--- config.mk ---
export PLATFORM = sky130hd
export DESIGN_NAME = mmio_router
export DESIGN_NICKNAME = d
export VERILOG_FILES = /design/src/rtl/mmio_router.sv
export SDC_FILE = /design/constraint.sdc
export NUM_CORES = 1
export LEC_CHECK = 0
export CAP_MARGIN = 20
export CELL_PAD_IN_SITES_DETAIL_PLACEMENT = 0
export CELL_PAD_IN_SITES_GLOBAL_PLACEMENT = 1
export CORE_ASPECT_RATIO = 1.25
export CORE_UTILIZATION = 32
export DETAILED_ROUTE_END_ITERATION = 10
export GPL_TIMING_DRIVEN = 0
export PLACE_DENSITY_LB_ADDON = 0.3
export SYNTH_ARGS = -nofsm -noshare
export SYNTH_HDL_FRONTEND = slang
export SYNTH_SLANG_ARGS = --single-unit
--- constraint.sdc ---
create_clock -name clock -period 5.5 [get_ports clock]
set_input_delay 1.1 -clock clock [delete_from_list [all_inputs] [get_ports clock]]
set_output_delay 1.1 -clock clock [all_outputs]
set_load 0.02 [all_outputs]
--- src/rtl/mmio_router.sv ---
// MMIO router: fans one host read channel and one host write channel out to
// NUM_DEVICES downstream ports, decoding the device from the top index bits.
package tia_mmio_pkg;
  localparam int TIA_MMIO_INDEX_WIDTH = 18;
  localparam int TIA_MMIO_DATA_WIDTH  = 16;
endpackage

module mmio_router #(
  parameter int NUM_DEVICES    = 4,
  parameter int INDEX_WIDTH    = tia_mmio_pkg::TIA_MMIO_INDEX_WIDTH,
  parameter int DATA_WIDTH     = tia_mmio_pkg::TIA_MMIO_DATA_WIDTH,
  parameter int TIMEOUT_CYCLES = 255,
  parameter logic [DATA_WIDTH-1:0] ERROR_DATA = '1,
  localparam int SEL_WIDTH     = $clog2(NUM_DEVICES),
  localparam int LOCAL_WIDTH   = INDEX_WIDTH - SEL_WIDTH
) (
  input  logic                              clock,
  input  logic                              reset_n,
  input  logic                              host_read_req,
  input  logic [INDEX_WIDTH-1:0]            host_read_index,
  output logic                              host_read_ack,
  output logic [DATA_WIDTH-1:0]             host_read_data,
  input  logic                              host_write_req,
  input  logic [INDEX_WIDTH-1:0]            host_write_index,
  input  logic [DATA_WIDTH-1:0]             host_write_data,
  output logic                              host_write_ack,
  output logic [NUM_DEVICES-1:0]            dev_read_req,
  output logic [NUM_DEVICES*LOCAL_WIDTH-1:0] dev_read_index,
  input  logic [NUM_DEVICES-1:0]            dev_read_ack,
  input  logic [NUM_DEVICES*DATA_WIDTH-1:0] dev_read_data,
  output logic [NUM_DEVICES-1:0]            dev_write_req,
  output logic [NUM_DEVICES*LOCAL_WIDTH-1:0] dev_write_index,
  output logic [NUM_DEVICES*DATA_WIDTH-1:0] dev_write_data,
  input  logic [NUM_DEVICES-1:0]            dev_write_ack,
  output logic                              read_error,
  output logic                              write_error,
  input  logic                              error_clear
);

  // state   | meaning
  // IDLE    | waiting for host req, captures select/index/data
  // FORWARD | selected dev req asserted, counting down to timeout
  // RESPOND | host ack pulse and response data registered this cycle
  // DRAIN   | waiting for host req to drop before accepting again
  typedef enum logic [1:0] {IDLE, FORWARD, RESPOND, DRAIN} state_t;

  localparam logic [SEL_WIDTH:0] NUM_DEV_L = NUM_DEVICES[SEL_WIDTH:0];
  localparam logic [15:0]        TMO_L     = 16'(TIMEOUT_CYCLES - 1);

  // Channel 0 is the read channel, channel 1 the write channel.
  state_t                  state_q    [2];
  state_t                  state_d    [2];
  logic [SEL_WIDTH-1:0]    sel_q      [2];
  logic [LOCAL_WIDTH-1:0]  local_q    [2];
  logic                    err_q      [2];
  logic [NUM_DEVICES-1:0]  dev_req_q  [2];
  logic                    host_ack_q [2];
  logic                    flag_q     [2];
  logic [15:0]             tmr_q      [2];

  logic                    host_req_w [2];
  logic [INDEX_WIDTH-1:0]  host_idx_w [2];
  logic [NUM_DEVICES-1:0]  dev_ack_w  [2];
  logic [SEL_WIDTH-1:0]    sel_in     [2];
  logic [LOCAL_WIDTH-1:0]  local_in   [2];
  logic                    in_range   [2];
  logic                    ack_hit    [2];
  logic                    tmo        [2];
  logic [NUM_DEVICES-1:0]  sel_onehot [2];

  logic [DATA_WIDTH-1:0]   wdata_q;
  logic [DATA_WIDTH-1:0]   cap_q;
  logic [DATA_WIDTH-1:0]   rdata_q;
  logic [DATA_WIDTH-1:0]   rd_sel;

  assign host_req_w[0] = host_read_req;
  assign host_req_w[1] = host_write_req;
  assign host_idx_w[0] = host_read_index;
  assign host_idx_w[1] = host_write_index;
  assign dev_ack_w[0]  = dev_read_ack;
  assign dev_ack_w[1]  = dev_write_ack;

  for (genvar c = 0; c < 2; c++) begin : g_chan
    assign sel_in[c]     = host_idx_w[c][INDEX_WIDTH-1 -: SEL_WIDTH];
    assign local_in[c]   = host_idx_w[c][LOCAL_WIDTH-1:0];
    assign in_range[c]   = {1'b0, sel_in[c]} < NUM_DEV_L;
    // Masking with our own registered req drops stray or late acks.
    assign ack_hit[c]    = |(dev_ack_w[c] & dev_req_q[c]);
    assign tmo[c]        = (tmr_q[c] == 16'd0) && !ack_hit[c];
    assign sel_onehot[c] = {{(NUM_DEVICES-1){1'b0}}, 1'b1} << sel_q[c];
  end

  always_comb begin
    for (int c = 0; c < 2; c++) begin
      state_d[c] = state_q[c];
      case (state_q[c])
        IDLE:    if (host_req_w[c]) state_d[c] = in_range[c] ? FORWARD : RESPOND;
        FORWARD: if (ack_hit[c] || tmo[c]) state_d[c] = RESPOND;
        RESPOND: state_d[c] = DRAIN;
        DRAIN:   if (!host_req_w[c]) state_d[c] = IDLE;
        default: state_d[c] = IDLE;
      endcase
    end
    rd_sel = '0;
    for (int d = 0; d < NUM_DEVICES; d++) begin
      if (dev_req_q[0][d]) rd_sel = dev_read_data[d*DATA_WIDTH +: DATA_WIDTH];
    end
  end

  always_ff @(posedge clock) begin
    for (int c = 0; c < 2; c++) begin
      if (!reset_n) begin
        state_q[c]    <= IDLE;
        sel_q[c]      <= '0;
        local_q[c]    <= '0;
        err_q[c]      <= 1'b0;
        dev_req_q[c]  <= '0;
        host_ack_q[c] <= 1'b0;
        flag_q[c]     <= 1'b0;
        tmr_q[c]      <= '0;
      end else begin
        state_q[c]    <= state_d[c];
        host_ack_q[c] <= (state_q[c] == RESPOND);
        dev_req_q[c]  <= (state_q[c] == FORWARD && state_d[c] == FORWARD) ? sel_onehot[c] : '0;
        if (state_q[c] == IDLE && host_req_w[c]) begin
          sel_q[c]   <= sel_in[c];
          local_q[c] <= local_in[c];
          err_q[c]   <= !in_range[c];
          tmr_q[c]   <= TMO_L;
        end else if (state_q[c] == FORWARD) begin
          if (tmo[c])                err_q[c] <= 1'b1;
          else if (tmr_q[c] != 16'd0) tmr_q[c] <= tmr_q[c] - 16'd1;
        end
        // A new error wins over a coincident clear.
        if (state_q[c] == RESPOND && err_q[c]) flag_q[c] <= 1'b1;
        else if (error_clear)                  flag_q[c] <= 1'b0;
      end
    end
  end

  always_ff @(posedge clock) begin
    if (!reset_n) begin
      wdata_q <= '0;
      cap_q   <= '0;
      rdata_q <= '0;
    end else begin
      if (state_q[1] == IDLE && host_write_req)  wdata_q <= host_write_data;
      if (state_q[0] == FORWARD && ack_hit[0])   cap_q   <= rd_sel;
      if (state_q[0] == RESPOND)                 rdata_q <= err_q[0] ? ERROR_DATA : cap_q;
    end
  end

  assign host_read_ack   = host_ack_q[0];
  assign host_write_ack  = host_ack_q[1];
  assign host_read_data  = rdata_q;
  assign dev_read_req    = dev_req_q[0];
  assign dev_write_req   = dev_req_q[1];
  assign dev_read_index  = {NUM_DEVICES{local_q[0]}};
  assign dev_write_index = {NUM_DEVICES{local_q[1]}};
  assign dev_write_data  = {NUM_DEVICES{wdata_q}};
  assign read_error      = flag_q[0];
  assign write_error     = flag_q[1];

endmodule

==> flow_metrics.py, run 1 <==
metrics = {
    "logic_synthesis": {
        "synth_edf_count": 70,
        "synth_area_um2": 6920,
        "synthArstFlopShare": 0,
        "ys.flop_type": "edfxtp_1",
        "ys_warn_count": 0,
        "syn-num-nets": 811,
        "synth_compound_area_frac": 0.121,
        "ys_ff_latch": 134,
        "ys_types": 57,
        "synth_xor_area_frac": 0.0278,
        "synth_simple_gate_area_share": 0.166,
        "seq_area_frac_synth": 0.489,
        "synth_adder_area_share": 0.00542,
        "synth_top_family_by_area": "buffers and inverters",
        "synth_mux_area_frac": 0.00579,
        "synth_cells": 679,
        "synth.avg_cell_area_um2": 10.2,
    },
    "timing": {
        "hold_viol": 0,
        "tightestPinTransition_ps": 835,
        "period_share": 0.617,
        "final.min_clock_period_ps": 3390,
        "rsz0062_at_grt": "false",
        "slew_headroom": 0.442,
        "slew_viol_final": 0,
        "fmax_mhz": 295,
        "fin_worst_skew_ps": 6.42,
        "fin_tns_setup_ps": 0,
        "setup_viol": 0,
    },
    "drt": {
        "vias": 6022,
        "drc": 0,
        "antenna_left": 0,
        "via_per_inst": 4.51,
        "avgRoutedWirePerCell_um": 16.1,
        "drt_iter0_markers": 254,
        "drtPass1Iterations": 4,
        "drt-total-wl_mm": 21.5,
    },
    "global_routing": {
        "grt_pass1_vias": 5765,
        "grt-ovfl-total": 0,
        "grt_max_degree": 19,
        "antenna_found_initial": 4,
        "grt_first_pass_wirelength_mm": 32.9,
        "track_usage": 0.194,
    },
    "die": {
        "initial_utilization": 0.329,
        "dieArea_um2": 22200,
        "core_um2": 21000,
        "die_height_um": 166,
        "row_count": 59,
        "die_x_um": 134,
        "pin_count": 349,
    },
    "min_path": {
        "worstHoldEndpoint": "cap_q[6]",
        "hp-start": "cap_q[6]",
        "holdPathStages": 2,
        "hp-class": "reg2reg",
    },
    "critical_path": {
        "cpMostUsedCell": "clkbuf_1",
        "cp_data_arrival_time_ps": 3390,
        "worstPathRequired_ps": 5500,
        "crit_slowest_cell": "nand2_1",
        "critPathMaxFanout": 16,
        "worstReg2RegEnd": "tmr_q[1][2]",
        "path_buf_inv": 3,
        "r2r-start": "tmr_q[1][0]",
        "rrSetupSlack_ps": 2730,
        "path_cells": "clkdlybuf4s50_1 -> o21a_1 -> clkbuf_1 -> clkbuf_1 -> nand2_1",
        "cpPeakStageDelay_ps": 590,
        "critPathKind": "in2reg",
        "start_kind": "input pin",
        "end_kind": "flip-flop",
        "worst-r2r-cell-count": 7,
        "path_delay_family": "buffers and inverters",
    },
    "clock_network": {
        "worstSkewPairLatency_ps": 420,
        "holdBufCountCts": 0,
        "cts_tree": "done",
        "cts_resized": 0,
        "cts_max_path_buffers": 2,
        "post-cts-setup-buffers": 0,
        "clkSinkCount": 134,
        "clk_pin_slew_ps": 60,
        "h-tree-depth": 4,
        "cts-root-buf": "clkbuf_16",
        "cts_inserted_buffers": 17,
    },
    "placement": {
        "numPortBuffers": 348,
        "dpl.hpwl_mm": 17.2,
        "gp_congestion": 0.776,
    },
    "finish": {
        "nets": 1179,
        "final_util": 0.538,
        "areaGrowthSynthToFinish_pct": 63.5,
        "fill_cells": 1954,
        "drive_above_1_share": 0.183,
    },
    "flow_run": {
        "drv_cap": 0,
    },
    "run_status": {
        "status": "completed",
    },
    "power": {
        "vdd_drop_max_mv": 0.219,
        "powerDensity_nw_per_um2": 271,
        "p_leak_uw": 0.00439,
    },
}
[layer usage]
layer | global-route usage | routed length (um)
met1 | 0.216 | 8550
met2 | 0.351 | 11200
met3 | 0.0620 | 1530
met4 | 0.0524 | 193
met5 | 0 | 40
[cell usage after synthesis (all sizes together), types with 18 or more instances]
| cell | number | area [um^2] |
|---|---|---|
| and2 | 18 | 113 |
| dfxtp | 64 | 1280 |
| nor2 | 58 | 218 |
| buf | 151 | 1140 |
| or3 | 21 | 131 |
| clkbuf | 28 | 106 |
| and3 | 19 | 119 |
| nand2 | 34 | 128 |
| a21oi | 22 | 110 |
| edfxtp | 70 | 2100 |
[registers in the layout, summed over array words and instances (netlist names), 4 cells and up]
register	flops
local_q	32
wdata_q	16
tmr_q	32
state_q	4
sel_q	4
dev_req_q	8
cap_q	16
host_read_data	16
[tightest hold or removal path, cell delays in order, from the launching register on]
cell,delay (ps)
dfxtp_1,310
nand2_1,50
a21oi_1,50
[cells in the final DEF (no fill, tap or decap), drive strengths merged, types with 4 or more instances in the layout]
master	synthesis	layout
xor2	11	11
and3	19	19
nand4	4	4
nor2	58	58
clkinv	0	4
buf	151	152
xnor2	11	11
and2	18	18
a22o	16	16
nand3	7	7
a21oi	22	22
edfxtp	70	70
a221oi	16	16
a22oi	5	5
mux2i	4	4
nor2b	4	4
inv	11	14
clkbuf	28	53
nor4b	4	4
or4	4	4
nor3b	4	4
nor3	9	9
clkdlybuf4s50	0	348
or3	21	21
a211oi	16	16
nand2	34	34
o22ai	16	16
nor4	11	11
o21ai	12	12
dfxtp	64	64
[through the flow]
step | power [uW] | area [um^2] | setup slack [ps] | hold WS, ps | instances
floorplan | 1630 | 6920 | 2930 | 425 | 679
global placement | 2010 | 10700 | 1580 | 441 | 1301
detailed placement | 2020 | 10800 | 1570 | 448 | 1302
CTS | 3090 | 11300 | 2010 | 456 | 1334
global route | 3190 | 11300 | 1850 | 474 | 1334
finish | 3060 | 11300 | 2110 | 454 | 1335
[how the worst max path moves through the flow]
stage                   startpoint      endpoint  cells after the start
finish                     reset_n   tmr_q[1][2]                      5
global route        host_write_req   tmr_q[1][1]                      6
CTS                        reset_n   tmr_q[1][1]                      5
detailed placement         reset_n   tmr_q[1][9]                      5
global placement           reset_n  tmr_q[1][10]                      5
floorplan           host_write_req   tmr_q[1][0]                      5
[cell families (layout without fill, tap and decap cells)]
family                   Yosys count  count (layout)
other                              0               1
buffers and inverters            190             571
multiplexers                       4               4
AND/OR/NAND/NOR                  209             209
XOR/XNOR                          22              22
flip-flops                       134             134
AO/OA/AOI/OAI                    117             117
adder cells (fa/ha/maj)            3               3
[power by group]
group / switching [uW] / internal, uW
sequential: 81.4 / 1130
clock: 421 / 651
combinational: 346 / 433
[area by class of cell]
| type | count | area (um^2) | area share |
|---|---|---|---|
| Antenna cell | 1 | 2.50 | 0.000221 |
| Buffer | 179 | 1240 | 0.110 |
| Clock buffer | 25 | 518 | 0.0458 |
| Clock inverter | 7 | 38.8 | 0.00343 |
| Inverter | 11 | 41.3 | 0.00365 |
| Multi-Input combinational cell | 355 | 2250 | 0.199 |
| Sequential cell | 134 | 3380 | 0.299 |
| Tap cell | 274 | 343 | 0.0303 |
| Timing Repair Buffer | 349 | 3490 | 0.308 |
Note: power is estimated with default switching activity, not from simulation.
==> run 2: changes to the inputs <==
- CORE_UTILIZATION: 32 -> 27
- clock period: 5.5 -> 3 ns (I/O delays scaled with it)
==> flow_metrics.py, run 2 (same netlist as run 1, synthesis figures left out) <==
metrics = {
    "run_status": {
        "status": "completed",
    },
    "global_routing": {
        "grt_first_pass_wirelength_mm": 32.7,
        "antenna_found_initial": 3,
        "grt_max_degree": 19,
        "track_usage": 0.160,
        "grt-ovfl-total": 0,
        "grt_pass1_vias": 5948,
    },
    "critical_path": {
        "critPathKind": "reg2reg",
        "worst-r2r-cell-count": 5,
        "cpPeakStageDelay_ps": 660,
        "r2r-start": "tmr_q[0][4]",
        "path_cells": "nor4_2 -> nand4_1 -> nand3_2 -> buf_4 -> nand2_1",
        "critPathMaxFanout": 16,
        "worstPathRequired_ps": 3000,
        "end_kind": "flip-flop",
        "rrSetupSlack_ps": 300,
        "worstReg2RegEnd": "tmr_q[0][5]",
        "start_kind": "flip-flop",
        "crit_slowest_cell": "nor4_2",
        "cp_data_arrival_time_ps": 2700,
    },
    "timing": {
        "slew_headroom": 0.443,
        "rsz0062_at_grt": "false",
        "hold_ws_ps": 457,
        "hold_viol": 0,
        "fmax_mhz": 371,
        "final.min_clock_period_ps": 2700,
        "setup_ws_ps": 304,
        "setup_viol": 0,
        "period_share": 0.899,
        "slew_viol_final": 0,
        "fin_worst_skew_ps": 8.84,
        "tightestPinTransition_ps": 833,
    },
    "placement": {
        "gp_congestion": 0.763,
        "numPortBuffers": 348,
        "placed_area_um2": 10800,
        "dpl.hpwl_mm": 16.3,
        "pre_cts_ws_ps": -629,
    },
    "finish": {
        "largest_registers": "local_q (32), tmr_q (32)",
        "multi_input_area_um2": 2250,
        "seq_area_um2": 3380,
        "layout_commonest_cell": "clkdlybuf4s50_1",
        "drive_above_1_share": 0.186,
        "areaGrowthSynthToFinish_pct": 65.1,
        "mostFrequentLayoutCells": "clkdlybuf4s50_1, buf_4, edfxtp_1, dfxtp_1, nor2_1",
        "final_area_um2": 11400,
        "fill_cells": 2442,
        "nets": 1179,
    },
    "clock_network": {
        "cts_inserted_buffers": 17,
        "post-cts-setup-buffers": 0,
        "h-tree-depth": 4,
        "cts_max_path_buffers": 2,
        "cts-root-buf": "clkbuf_16",
        "cts_tree": "done",
        "worstSkewPairLatency_ps": 420,
        "clk_pin_slew_ps": 60,
        "clkSinkCount": 134,
    },
    "drt": {
        "avgRoutedWirePerCell_um": 14.8,
        "drtPass1Iterations": 4,
        "drc": 0,
        "via_per_inst": 4.28,
        "drt-total-wl_mm": 20.6,
        "vias": 5975,
        "antenna_left": 0,
        "drt_iter0_markers": 204,
    },
    "flow_run": {
        "drv_cap": 0,
    },
    "power": {
        "vdd_drop_max_mv": 0.347,
        "p_leak_uw": 0.00441,
        "powerDensity_nw_per_um2": 498,
        "power.total_uw": 5690,
    },
    "die": {
        "die_height_um": 181,
        "core_um2": 25200,
        "pin_count": 349,
        "dieArea_um2": 26300,
        "die_x_um": 145,
        "initial_utilization": 0.274,
        "row_count": 65,
    },
    "min_path": {
        "hp-start": "cap_q[0]",
        "hp-class": "reg2reg",
        "worstHoldEndpoint": "cap_q[0]",
        "holdPathStages": 2,
    },
}
## run 2: how the worst max path moves through the flow
stage	slack [ps]	to	startpoint
6_report	300	tmr_q[0][5]	tmr_q[0][4]
5_1_grt	7	tmr_q[0][9]	tmr_q[0][4]
4_1_cts	230	local_q[1][11]	reset_n
3_5_place_dp	-630	tmr_q[1][15]	reset_n
3_3_place_gp	-640	tmr_q[1][15]	reset_n
2_1_floorplan	630	tmr_q[1][0]	tmr_q[1][0]
## run 2: area by class of cell
| class | count | area share |
|---|---|---|
| Timing Repair Buffer | 349 | 0.306 |
| Sequential cell | 134 | 0.296 |
| Multi-Input combinational cell | 355 | 0.197 |
| Buffer | 179 | 0.109 |
| Clock buffer | 24 | 0.0460 |
| Tap cell | 335 | 0.0367 |
| Clock inverter | 8 | 0.00504 |
| Inverter | 11 | 0.00362 |
| Antenna cell | 2 | 0.000438 |
## run 2: stage by stage
step | std cells | util | TNS [ps]
after floorplan | 679 | - | 0
after global placement | 1362 | 0.429 | -26600
after detailed placement | 1363 | 0.430 | -23750
after CTS | 1395 | 0.453 | 0
after global routing | 1395 | 0.453 | 0
final | 1397 | 0.453 | 0
## run 2: timing repair
| action | CTS | global route |
|---|---|---|
| hold buffers | 0 | 0 |
| setup endpoints to repair | 34 | 0 |
| resized for setup | 2 | 0 |
## run 2: worst max-delay path, delay by kind of cell, from the launching register on
kind,cells,cell delay [ps]
AND/OR/NAND/NOR,4,1590
flip-flops,1,490
buffers and inverters,1,210
## run 2: power by group
| group | internal, uW | total (uW) | switching [uW] |
|---|---|---|---|
| Clock | 1230 | 2050 | 814 |
| Combinational | 795 | 1430 | 633 |
| Sequential | 2070 | 2210 | 140 |
## run 2: routing by layer
metal,routed length (um),global-route usage,up-vias
met5,13,0,-
met4,197,0.0434,2
met3,1720,0.0583,17
met2,10700,0.292,232
met1,8020,0.173,2689
li1,-,-,3035
